--- config.mk ---
export PLATFORM = sky130hd
export DESIGN_NAME = div_sched
export DESIGN_NICKNAME = d
export VERILOG_FILES = /design/src/rtl/div_sched.sv
export SDC_FILE = /design/constraint.sdc
export NUM_CORES = 1
export LEC_CHECK = 0
export BUFFER_PORTS_ARGS = -buffer_cell sky130_fd_sc_hd__buf_2
export CORE_ASPECT_RATIO = 0.5
export CORE_UTILIZATION = 53
export DETAILED_ROUTE_END_ITERATION = 8
export PLACE_DENSITY = 0.79
export SKIP_LAST_GASP = 1
export SLEW_MARGIN = 0
export SYNTH_ARGS = -nofsm -noshare
export SYNTH_HDL_FRONTEND = slang
export SYNTH_SLANG_ARGS = --single-unit
export TNS_END_PERCENT = 1
--- constraint.sdc ---
create_clock -name Clk_In -period 6 [get_ports Clk_In]
set_input_delay 0.6 -clock Clk_In [delete_from_list [all_inputs] [get_ports Clk_In]]
set_output_delay 0.6 -clock Clk_In [all_outputs]
set_load 0.005 [all_outputs]
--- src/rtl/div_sched.sv ---
// Shared clock divider with round-robin runtime reload of the half-period; Clk_Out and Tick are registered.
// Latency: Grant lands on the first Clk_Out fall after a request is latched; backpressure: Req is held (Busy) until its Grant.
module div_sched #(
    parameter int NUM_REQ      = 4,
    parameter int WIDTH        = 16,
    parameter int DEFAULT_HALF = 1,
    localparam int IDW = (NUM_REQ > 1) ? $clog2(NUM_REQ) : 1
) (
    input  logic                     Clk_In,
    input  logic                     Reset_n,
    input  logic [NUM_REQ-1:0]       Req,
    input  logic [NUM_REQ*WIDTH-1:0] Half_Period,
    output logic [NUM_REQ-1:0]       Grant,
    output logic                     Busy,
    output logic [IDW-1:0]           Active_Id,
    output logic                     Clk_Out,
    output logic                     Tick
);

    typedef enum logic {IDLE, PEND} state_t;

    localparam logic [WIDTH-1:0] ONE   = WIDTH'(1);
    localparam logic [WIDTH-1:0] DEF_H = WIDTH'(DEFAULT_HALF);

    state_t                          state;
    logic [WIDTH-1:0]                cnt;
    logic [WIDTH-1:0]                half;
    logic [WIDTH-1:0]                lat_val;
    logic [IDW-1:0]                  ptr;
    logic [IDW-1:0]                  lat_idx;
    logic [IDW-1:0]                  pick;
    logic [IDW-1:0]                  cand;
    logic                            pick_vld;
    logic                            wrap;
    logic                            boundary;
    logic [NUM_REQ-1:0]              req_masked;
    logic [NUM_REQ-1:0][WIDTH-1:0]   hp;

    assign hp         = Half_Period;
    assign req_masked = Req & ~Grant;
    assign wrap       = (cnt == half - ONE);
    // Reloading only as Clk_Out falls keeps every phase a full half-period.
    assign boundary   = wrap && Clk_Out;

    always_comb begin
        pick     = '0;
        pick_vld = 1'b0;
        cand     = '0;
        for (int k = 1; k <= NUM_REQ; k++) begin
            cand = IDW'((int'(ptr) + k) % NUM_REQ);
            if (!pick_vld && req_masked[cand]) begin
                pick     = cand;
                pick_vld = 1'b1;
            end
        end
    end

    always_ff @(posedge Clk_In or negedge Reset_n) begin
        if (!Reset_n) begin
            state     <= IDLE;
            cnt       <= '0;
            half      <= DEF_H;
            Clk_Out   <= 1'b0;
            Tick      <= 1'b0;
            Grant     <= '0;
            Busy      <= 1'b0;
            Active_Id <= '0;
            ptr       <= IDW'(NUM_REQ - 1);
            lat_idx   <= '0;
            lat_val   <= '0;
        end else begin
            Grant <= '0;
            Tick  <= 1'b0;
            if (state == PEND && boundary) begin
                half      <= (lat_val == '0) ? ONE : lat_val;
                cnt       <= '0;
                Clk_Out   <= 1'b0;
                ptr       <= lat_idx;
                Active_Id <= lat_idx;
                Grant     <= NUM_REQ'(1) << lat_idx;
                Busy      <= 1'b0;
                state     <= IDLE;
            end else begin
                if (wrap) begin
                    cnt     <= '0;
                    Clk_Out <= ~Clk_Out;
                    Tick    <= ~Clk_Out;
                end else begin
                    cnt <= cnt + ONE;
                end
                if (state == IDLE && pick_vld) begin
                    lat_idx <= pick;
                    lat_val <= hp[pick];
                    Busy    <= 1'b1;
                    state   <= PEND;
                end
            end
        end
    end

endmodule

* Word level (Yosys, flattened, before mapping)
Index checks and enable logic that the tools add are counted.
** Storage, ports and cells
- Logic and storage cells :: 69
- Bits of input ports :: 70
- Flip-flop bits (word level) :: 61
** Cells by class
- Reductions and logical operators :: 13
- Muxes and demuxes :: 28
- Bitwise logic cells :: 5
- $add $sub $neg :: 6
- Magnitude comparators :: 5
- Equal/unequal tests :: 1
- Shift operators :: 1
** Operators by type and width (count)
- two-way mux 16 bit :: 4
- binary-select mux 16 bit (select 2 bit) :: 1
- adder 16 x 1 -> 16 bit, second input constant :: 1
- equality test 16 bit :: 1
- zero test 16 bit :: 1
- subtractor 16 x 1 -> 16 bit, second input constant :: 1
- less-than comparator 2 x 3 -> 1 bit, second input constant :: 5
- two-way mux 1 bit :: 14
- binary-select mux 1 bit (select 2 bit) :: 4
- two-way mux 2 bit :: 4
- logical AND 1 bit :: 6
- adder 2 x 1 -> 2 bit, second input constant :: 2
- adder 2 bit, second input constant :: 2
- AND 4 bit :: 1
- two-way mux 4 bit :: 1
- NOT 4 bit :: 1
- nonzero test 2 bit :: 2
- << shifter 1 x 2 -> 4 bit, first input constant :: 1
- zero test 1 bit :: 3
- NOT 1 bit :: 3
- AND reduction 2 bit :: 1

* Logic depth before layout (Yosys ltp)
Gate-level depths: netlist of the first run.
- Depth in word-level cells :: 17
- Gate-level depth with buffers :: 11
- Gate-level depth less buffers :: 8

* Least setup slack after synthesis of the first run
Ideal clock, no wire load.
- Kind :: flip-flop to flip-flop
- Start point :: register half[0]
- End point :: register Active_Id[0]
- Data arrival time :: 2571 ps
- Cell stages (with the launch flop) :: 11
- Buffers on the path :: 2
- Setup slack :: 3304 ps
- Library setup time :: 125 ps
- Cells stage by stage :: dfstp_2 clkbuf_1 inv_1 ha_1 or3b_2 o21ai_0 a32oi_1 a22oi_2 nand4_2 buf_6 mux2_4
** On the way
- Word-level cells in the longest chain between the ends :: 4
** RTL lines
- start: declaration :: RTL line 27 : logic [WIDTH-1:0] half;
- start signal: assignment :: RTL line 75 : half <= (lat_val == '0) ? ONE : lat_val;
- subtractor 16 x 1 -> 16 bit :: RTL line 41 : assign wrap = (cnt == half - ONE);
- equality test 16 bit :: RTL line 41
- logical AND 1 bit :: RTL line 43 : assign boundary = wrap && Clk_Out;
- logical AND 1 bit :: RTL line 74 : if (state == PEND && boundary) begin
- end signal: assignment :: RTL line 79 : Active_Id <= lat_idx;
- end: declaration :: RTL line 15 : output logic [IDW-1:0] Active_Id,
Every way passes these cells.
A chain may end at the register's enable or synchronous reset.

* Worst setup path in the final report of the first run
- Start point :: register half[3]
- End point :: register half[4]
** On the way
- Word-level cells in the longest chain between the ends :: 4
** RTL lines (RTL line)
- subtractor 16 x 1 -> 16 bit :: 41
- equality test 16 bit :: 41
- logical AND 1 bit :: 43
- logical AND 1 bit :: 74
Every way passes these cells.

==> summary.txt, run 1 <==
Run status = finished clean
Crit path time final = 3.46 ns
Clock root buffer = clkbuf_16
RSZ-0062 raised after global routing = no
Max-Cap Viols = 0
Hold Buf Count CTS = 0
Clk_lat worst skew = 0.33 ns
Synthesized flop and latch total = 61
Most frequent cells in the layout = buf_2, dfrtp_1, mux2i_1
Register area = 0.00153 mm^2
Post-route ant nets = 0
Async S/R FF share, synth = 100%
Wirelength per Cell = 15.3 um
CTS tree = yes
H-tree depth = 3
Resize count post-CTS = 0
Internal power = 0.843 mW
Sequential share of power = 40.7%
Area of the multi-input gates = 0.00204 mm^2
Final core utilization = 66.3%
Vias per cell = 5.46
GR Layer Usage met3 = 6.86%
Setup Fix Bufs, Post-CTS = 0
Clk_skew = 0.00540 ns
Slew headroom = 25.5%
Element type at the critical path end = flop
Initial Utilization = 55.0%
Detailed router's first-iteration violation count = 182
Worst hold slack = 0.421 ns
Worst-path clk slew = 0.05 ns
Dominant synthesized flop cell = dfrtp_1
NetSw = 0.254 mW
Die Footprint = 0.00731 mm^2
Slew @ Worst Pin = 1.12 ns
Yosys warnings = 0
Vias in the first global route = 2586
Clk pwr share = 50.8%
Peak VDD IR = 121 uV
Port buffer count = 78
Nets = 497
Pins Over Slew Limit = 0
Die Ht = 61.0 um
Fmax = 289 MHz
Dpl hpwl = 5.67 mm
Placer Congestion = 0.837
Grt ovf = 0
Pin count of the biggest net entering global routing = 62
GR Layer Usage met2 = 36.0%
Synth Cell Area = 0.00368 mm^2
Post-DP Area = 0.00412 mm^2
Logic pwr share = 8.5%
Total Wirelength = 8.00 mm
Syn nets = 423
Startpoint types = flop
Endpoints failing hold = 0
Diode count = 0
Initial antenna violation count = 0
Syn avg cell area = 10.5 um^2
Io pins = 79
Clock Sinks = 61
Rows = 21
Min-delay worst type = in -> async
First-pass GRT wire length = 12.7 mm
Max Buffers Root-to-Sink = 2
Post-route clock period utilization = 57.7%
Grt peak-use layer = met2
Core ar. = 0.00670 mm^2
Sw frac = 23.1%
WP data required = 6.21 ns
GRT Total Usage = 23.2%
DR vias = 2852
Finish-stage setup viols = 0
Post-synth EDFFs = 0
Yosys cell types = 54
# fillers = 520
Finished layout cell area = 0.00444 mm^2
1st-pass router iterations = 4
Most common cell after layout, fill and taps aside = buf_2
Setup total negative slack = 0 ns
Pwr Density = 247 mW/mm^2
Worst Path Max Fanout = 21
Drt drc = 0
Critical path class = reg -> reg
DIE WIDTH = 120 um
WP data arrival = 3.67 ns
Met1 track demand over resource = 31.8%
Post-Syn Instances = 351
Leak = 2.28 nW
Share of layout cells above drive strength 1 = 33.3%
Sequential share of the synthesized area = 41.5%
Area Growth Syn to Fin = 20.6%
Inserted Clock Buffers = 9
-- per-layer routing --
metal / vias up / share of wire, %
met5: - / 0
met4: 0 / 1.0
met3: 11 / 5.7
met2: 87 / 45
met1: 1350 / 49
li1: 1404 / -
-- critical path, stage by stage, from the launching register on --
cell	delay [ns]
dfrtp_1	0.46
or3_4	0.43
or4_4	0.47
or4_4	0.54
a21oi_2	0.15
nand4_2	0.72
mux2_4	0.57
-- cell type report --
class,count,share of cell area (%)
multi-input combinational,266,46.0
sequential,61,34.4
timing repair buffer,80,9.12
clock buffer,9,5.07
tap,92,2.59
clock inverter,7,2.22
inverter,7,0.591
-- synthesized netlist by cell type (all sizes together) (8+ instances only) --
master | number | share of area [%]
mux2i | 33 | 9.0
nor3 | 12 | 1.6
dfrtp | 58 | 39
buf | 9 | 1.5
nor2 | 26 | 2.6
mux2 | 35 | 13
xor2 | 18 | 4.3
nand2 | 24 | 2.4
xnor2 | 14 | 3.3
nand3 | 9 | 1.2
nand4 | 8 | 1.5
clkbuf | 8 | 0.82
o21ai | 20 | 2.7
-- registers in the layout, summed over array words and instances (netlist names), 2 cells and up --
register and count:
cnt 16, half 16, lat_val 16, Grant 4
Active_Id 2, lat_idx 2, ptr 2
-- power by group through the flow --
stage / sequential [mW] / clock [mW] / combinational (mW)
CTS: 0.446 / 0.560 / 0.0950
floorplan: 0.446 / 0 / 0.0538
detailed placement: 0.453 / 0 / 0.0934
global placement: 0.452 / 0 / 0.0912
global route: 0.448 / 0.578 / 0.105
finish: 0.446 / 0.557 / 0.0935
-- path summary, 6_finish.rpt --
kind                                           to  slack, ns  cells after the start                    from
max                           half[4]$_DFFE_PN0P_       2.54                      6     half[3]$_DFFE_PN0P_
min                              cnt[0]$_DFF_PN0_       0.42                      2                 Reset_n
max reg2reg                   half[4]$_DFFE_PN0P_       2.54                      6     half[3]$_DFFE_PN0P_
min reg2reg                lat_val[0]$_DFFE_PN0P_       0.49                      2  lat_val[0]$_DFFE_PN0P_
max in group asynchronous      Grant[1]$_DFF_PN0_       5.08                      2                 Reset_n
min in group Clk_In        lat_val[0]$_DFFE_PN0P_       0.49                      2  lat_val[0]$_DFFE_PN0P_
-- per-stage QoR --
stage / setup WS (ns) / power [mW] / cells
after floorplan: 3.30 / 0.499 / 351
after global placement: 2.61 / 0.544 / 506
after detailed placement: 2.58 / 0.547 / 506
after CTS: 2.56 / 1.10 / 522
after global routing: 2.43 / 1.13 / 522
final: 2.54 / 1.10 / 522
-- cell families after synthesis --
logic type	count (synthesis)	synth area share, %
XOR/XNOR	33	8.22
buffers and inverters	24	3.02
flip-flops	61	41.5
AO/OA/AOI/OAI	46	8.25
AND/OR/NAND/NOR	117	16.8
multiplexers	68	21.5
adder cells (fa/ha/maj)	2	0.679
No activity file was read; power rests on OpenSTA's default activity.
==> inputs of run 2 (changes only) <==
- CORE_UTILIZATION: 53 -> 50
- PLACE_DENSITY: 0.79 -> 0.78
- clock period: 6 -> 3.1 ns (I/O delays scaled with it)
==> run 2 against run 1 <==
Clock-buffer cell count stayed put. Utilization is 1.8 points lower. Global-route usage decreased by 0.65 points. Critical path type unchanged.
==> summary.txt, run 2 (synthesis results as in run 1) <==
Run status = finished clean
Initial Utilization = 53.3% (-1.7 points)
Finish-stage setup viols = 0 (unchanged)
Max Buffers Root-to-Sink = 2 (unchanged)
CTS tree = yes
H-tree depth = 3 (unchanged)
Setup total negative slack = 0 ns (unchanged)
Clock Sinks = 61 (unchanged)
Fmax = 343 MHz (+19%)
Leak = 2.29 nW (+0.24%)
Grt ovf = 0 (unchanged)
1st-pass router iterations = 4 (unchanged)
Post-route ant nets = 0 (unchanged)
Diode count = 0 (unchanged)
Worst Path Buf+Inv = 1 (+1)
Vias per cell = 5.37 (-1.7%)
DIE WIDTH = 123 um (+2.9%)
Inserted Clock Buffers = 9 (unchanged)
First-pass GRT wire length = 13.5 mm (+6.5%)
Placer Congestion = 0.923 (+10%)
Critical path class = reg -> reg
Drt drc = 0 (unchanged)
Slew headroom = 49.1% (+24 points)
Vias in the first global route = 2859 (+11%)
Element type at the critical path end = flop
Pwr Density = 455 mW/mm^2 (+84%)
Crit-path cells = or3_4 > or4_4 > or4_4 > a21oi_2 > nand4_2 > buf_4 > mux2_4
Pin count of the biggest net entering global routing = 45 (-27%)
Worst-path clk slew = 0.06 ns (about the same)
Core ar. = 0.00691 mm^2 (+3.1%)
Dpl hpwl = 5.72 mm (+0.86%)
RSZ-0062 raised after global routing = no
Startpoint types = flop
Endpoints failing hold = 0 (unchanged)
Crit path largest cell delay = 0.55 ns (-0.17 ns)
Min-delay worst type = in -> reg
Crit path time final = 2.92 ns (-0.545 ns)
Io pins = 79 (unchanged)
Area of the multi-input gates = 0.00204 mm^2 (unchanged)
Setup Fix Bufs, Post-CTS = 0 (unchanged)
Port buffer count = 78 (unchanged)
Register area = 0.00153 mm^2 (unchanged)
Most frequent cells in the layout = buf_2, dfrtp_1, mux2i_1
Initial antenna violation count = 0 (unchanged)
WP data required = 3.30 ns (-2.91 ns)
Detailed router's first-iteration violation count = 166 (-8.8%)
# fillers = 534 (+2.7%)
Peak VDD IR = 257 uV (+110%)
Clock root buffer = clkbuf_16
Tot Pwr = 2.03 mW (+85%)
Nets = 502 (+1.0%)
Wirelength per Cell = 14.7 um (-3.8%)
DP Worst Slack = 0.224 ns (-2.35 ns)
Clk_lat worst skew = 0.33 ns (about the same)
Post-route clock period utilization = 94.1% (+36 points)
Die Ht = 62.7 um (+2.9%)
R2R Setup Slk = 0.18 ns (-2.35 ns)
Most common cell after layout, fill and taps aside = buf_2
Setup ws final = 0.182 ns (-2.35 ns)
Crit path max-delay cell type = or4_4
Die Footprint = 0.00774 mm^2 (+5.8%)
Worst Path Max Fanout = 21 (unchanged)
WP data arrival = 3.12 ns (-0.55 ns)
Rows = 21 (unchanged)
Clk_skew = 0.00604 ns (+0.000644 ns)
Slew @ Worst Pin = 0.763 ns (-0.355 ns)
GRT Total Usage = 22.5% (-0.65 points)
Area Growth Syn to Fin = 21.1%
Resize count post-CTS = 0 (unchanged)
Share of layout cells above drive strength 1 = 33.8% (+0.54 points)
Total Wirelength = 7.77 mm (-2.9%)
DR vias = 2829 (-0.81%)
Pins Over Slew Limit = 0 (unchanged)
Top Registers = cnt: 16 flops, half: 16 flops, lat_val: 16 flops
Most used cell, CP = or4_4
Final core utilization = 64.5% (-1.8 points)
Max-Cap Viols = 0 (unchanged)
CP top delay family = simple AND/OR/NAND/NOR gates
[run 2: cell count changes in the layout (fill, tap and decap cells not counted), sizes merged]
cell,before,now
dlygate4sd3,0,1
clkinv,3,2
buf,80,84
bufinv,2,1
clkinvlp,1,3
[run 2: repair_timing]
item                                    4_1_cts  5_1_grt
endpoints found under the setup margin        0        0
hold buffers                                  1        0
endpoints found under the hold margin        16        0
[run 2: path summary, 6_finish.rpt]
path,from,to,cells past startpoint
setup / recovery,half[2]$_DFFE_PN0P_,half[3]$_DFFE_PN0P_,7
hold / removal,Req[1],state$_DFFE_PN0P_,4
setup reg to reg,half[2]$_DFFE_PN0P_,half[3]$_DFFE_PN0P_,7
hold reg to reg,lat_val[0]$_DFFE_PN0P_,lat_val[0]$_DFFE_PN0P_,2
max in group asynchronous,Reset_n,ptr[1]$_DFFE_PN1P_,3
min in group asynchronous,Reset_n,half[2]$_DFFE_PN0P_,2
[run 2: stage by stage]
| step | instance area (um^2) | std cells | hold slack [ns] |
|---|---|---|---|
| 2_1_floorplan | 3680 | 351 | 0.0144 |
| 3_3_place_gp | 4150 | 510 | 0.259 |
| 3_5_place_dp | 4150 | 510 | 0.259 |
| 4_1_cts | 4460 | 527 | 0.428 |
| 5_1_grt | 4460 | 527 | 0.476 |
| 6_report | 4460 | 527 | 0.440 |
[run 2: worst min-delay path: cells and delay by family]
| kind | cells | cell delay [ns] |
|---|---|---|
| AOI/OAI and AO/OA | 1 | 0.13 |
| buffers and inverters | 1 | 0.09 |
| and+or+nand+nor | 2 | 0.19 |
[run 2: power breakdown]
part	total, mW	leakage, nW	switching (mW)	internal (mW)
Clock	0.985	0.138	0.362	0.623
Sequential	0.864	0.782	0.0349	0.829
Combinational	0.180	1.37	0.0837	0.0966
Total	2.03	2.29	0.481	1.55
[run 2: metal layers]
metal / GRT usage, % / up-vias / routed length, um
met1: 32.2 / 1333 / 3990
li1: - / 1411 / -
met2: 34.5 / 78 / 3390
met5: 0 / - / 0
met4: 7.23 / 0 / 68
met3: 4.20 / 7 / 320
[run 2: area by class of cell]
class                   instances  share of cell area [%]
clock buffers                   9                    5.05
clock inverters                 7                    1.68
inverters                       7                   0.589
multi-input cells             266                    45.8
flip-flops and latches         61                    34.3
well taps                      92                    2.58
repair buffers                 85                    9.99
==> inputs of run 3 (changes only) <==
- SKIP_LAST_GASP: 1 -> unset
- clock period: 3.1 -> 2.4 ns (I/O delays scaled with it)
==> run 3 against run 2 <==
The run now ends with negative setup slack left. Clock power grew 41%. Combinational power grew 34%. Die area is the same. Clock-buffer cell count is the same. First-iteration DRC count grew 30%. Worst hold slack lost 0.10 ns. Total power grew 35%. Sequential power grew 30%. Design area grew 5.6%. Largest cell class unchanged. Largest power group unchanged.
==> summary.txt, run 3 (synthesis results as in run 1) <==
WP data arrival = 2.87 ns (-0.25 ns)
DR vias = 3025 (+6.9%)
Met1 track demand over resource = 33.4% (+1.2 points)
Wirelength per Cell = 15.6 um (+5.9%)
Finish-stage setup viols = 42 (+42)
Slew @ Worst Pin = 0.819 ns (+0.0551 ns)
Die Ht = 62.7 um (unchanged)
Crit path max-delay cell type = or4_4
Worst Path Max Fanout = 21 (unchanged)
Initial antenna violation count = 0 (unchanged)
Critical path class = reg -> reg
Share of layout cells above drive strength 1 = 38.1% (+4.3 points)
Most used cell, CP = or4_4
CTS tree = yes
Crit path time final = 2.66 ns (-0.260 ns)
Vias in the first global route = 3077 (+7.6%)
WP data required = 2.61 ns (-0.69 ns)
Clock Sinks = 61 (unchanged)
Crit path largest cell delay = 0.54 ns (about the same)
Port buffer count = 78 (unchanged)
Io pins = 79 (unchanged)
Run status = finished, violations left
Worst Path Buf+Inv = 1 (unchanged)
First-pass GRT wire length = 14.6 mm (+8.6%)
Pin count of the biggest net entering global routing = 37 (-18%)
GR Layer Usage met3 = 5.20% (+1.0 points)
Slew headroom = 45.4% (-3.7 points)
Non-Filler Instances = 551 (+4.6%)
Most common cell after layout, fill and taps aside = buf_2
Setup total negative slack = -7.23 ns (-7.23 ns)
Post-Place Cells = 534 (+4.7%)
Clock root buffer = clkbuf_16
DIE WIDTH = 123 um (unchanged)
Placer Congestion = 0.922 (-0.17%)
Grt peak-use layer = met2
Failing checks = negative setup slack
Pwr Density = 582 mW/mm^2 (+28%)
Rows = 21 (unchanged)
Drt drc = 0 (unchanged)
Fmax = 376 MHz (+9.8%)
Vias per cell = 5.49 (+2.3%)
Min-delay worst type = in -> reg
RSZ-0062 raised after global routing = yes
Die Footprint = 0.00774 mm^2 (unchanged)
Inserted Clock Buffers = 9 (unchanged)
GRT Total Usage = 25.1% (+2.6 points)
Area Growth Syn to Fin = 27.8%
R2r worst-path depth = 7 (unchanged)
Setup ws final = -0.258 ns (-0.440 ns)
Crit-path cells = or3_4 > or4_4 > or4_4 > a21oi_2 > nand4_2 > buf_12 > mux2_4
Pins Over Slew Limit = 0 (unchanged)
Post-route ant nets = 0 (unchanged)
Startpoint types = flop
Tot Pwr = 2.74 mW (+35%)
Clk_skew = 0.00787 ns (+0.00183 ns)
1st-pass router iterations = 4 (unchanged)
Top Registers = cnt: 16 flops, half: 16 flops, lat_val: 16 flops
# fillers = 514 (-3.7%)
WP depth = 7 (unchanged)
Worst-path clk slew = 0.05 ns (about the same)
Grt ovf = 0 (unchanged)
CP top delay family = simple AND/OR/NAND/NOR gates
Total Wirelength = 8.60 mm (+11%)
Clk_lat worst skew = 0.33 ns (about the same)
Detailed router's first-iteration violation count = 215 (+30%)
Initial Utilization = 53.3% (unchanged)
Nets = 526 (+4.8%)
Endpoints failing hold = 0 (unchanged)
H-tree depth = 3 (unchanged)
Most frequent cells in the layout = buf_2, dfrtp_1, mux2i_1
Post-route clock period utilization = 111% (+17 points)
Peak VDD IR = 296 uV (+15%)
Leak = 2.44 nW (+6.6%)
Setup Fix Bufs, Post-CTS = 0 (unchanged)
Max-Cap Viols = 0 (unchanged)
Core ar. = 0.00691 mm^2 (unchanged)
Max Buffers Root-to-Sink = 2 (unchanged)
GR Layer Usage met2 = 40.1% (+5.6 points)
Element type at the critical path end = flop
Diode count = 0 (unchanged)
Hold path cells = 4 (unchanged)
Dpl hpwl = 6.17 mm (+8.0%)
## run 3: worst paths after layout
check / start / slack, ns / end
setup / recovery: half[2]$_DFFE_PN0P_ / -0.26 / half[15]$_DFFE_PN0P_
hold / removal: Req[1] / 0.34 / state$_DFFE_PN0P_
setup reg to reg: half[2]$_DFFE_PN0P_ / -0.26 / half[15]$_DFFE_PN0P_
hold reg to reg: lat_val[0]$_DFFE_PN0P_ / 0.52 / lat_val[0]$_DFFE_PN0P_
max in group asynchronous: Reset_n / 1.30 / half[0]$_DFFE_PN1P_
min in group asynchronous: Reset_n / 0.40 / half[12]$_DFFE_PN0P_
## run 3: what timing repair did
item / CTS / global route
endpoints found under the hold margin: 18 / 0
pin swaps: 0 / 1
gates resized for setup: 1 / 4
setup endpoints to repair: 42 / 43
hold buffers: 1 / 0
## run 3: cell type report
cell class | count | area, um^2 | area share [%]
clock buffer | 9 | 225 | 4.78
clock inverter | 7 | 97.6 | 2.07
inverter | 7 | 26.3 | 0.558
multi-input combinational | 266 | 2060 | 43.7
sequential | 61 | 1530 | 32.5
tap | 92 | 115 | 2.44
timing repair buffer | 109 | 654 | 13.9
## run 3: worst reg2reg max path: stages (launching register included)
cell     delay [ns]
dfrtp_1        0.38
or3_4          0.39
or4_4          0.44
or4_4          0.54
a21oi_2        0.15
nand4_2        0.12
buf_12         0.21
mux2_4         0.31
## run 3: metrics by stage
step	hold WS [ns]	util (%)	setup WS, ns	area [um^2]
floorplan	-0.0556	-	-0.275	3680
global placement	0.215	63.0	-0.201	4350
detailed placement	0.217	63.0	-0.254	4350
CTS	0.334	67.9	-0.302	4690
global route	0.388	68.1	-0.310	4710
finish	0.339	68.1	-0.258	4710
## run 3: power by group
part	leakage [nW]	internal, mW	switching (mW)	total (mW)
logic	1.51	0.129	0.112	0.241
registers	0.782	1.07	0.0439	1.12
clock network	0.152	0.910	0.475	1.39
total	2.44	2.11	0.631	2.74
## run 3: layer usage
metal / part of all wire [%] / wire [um]
met5: 0 / 0
met3: 4.3 / 372
met2: 47 / 4010
met4: 2.1 / 177
met1: 47 / 4040
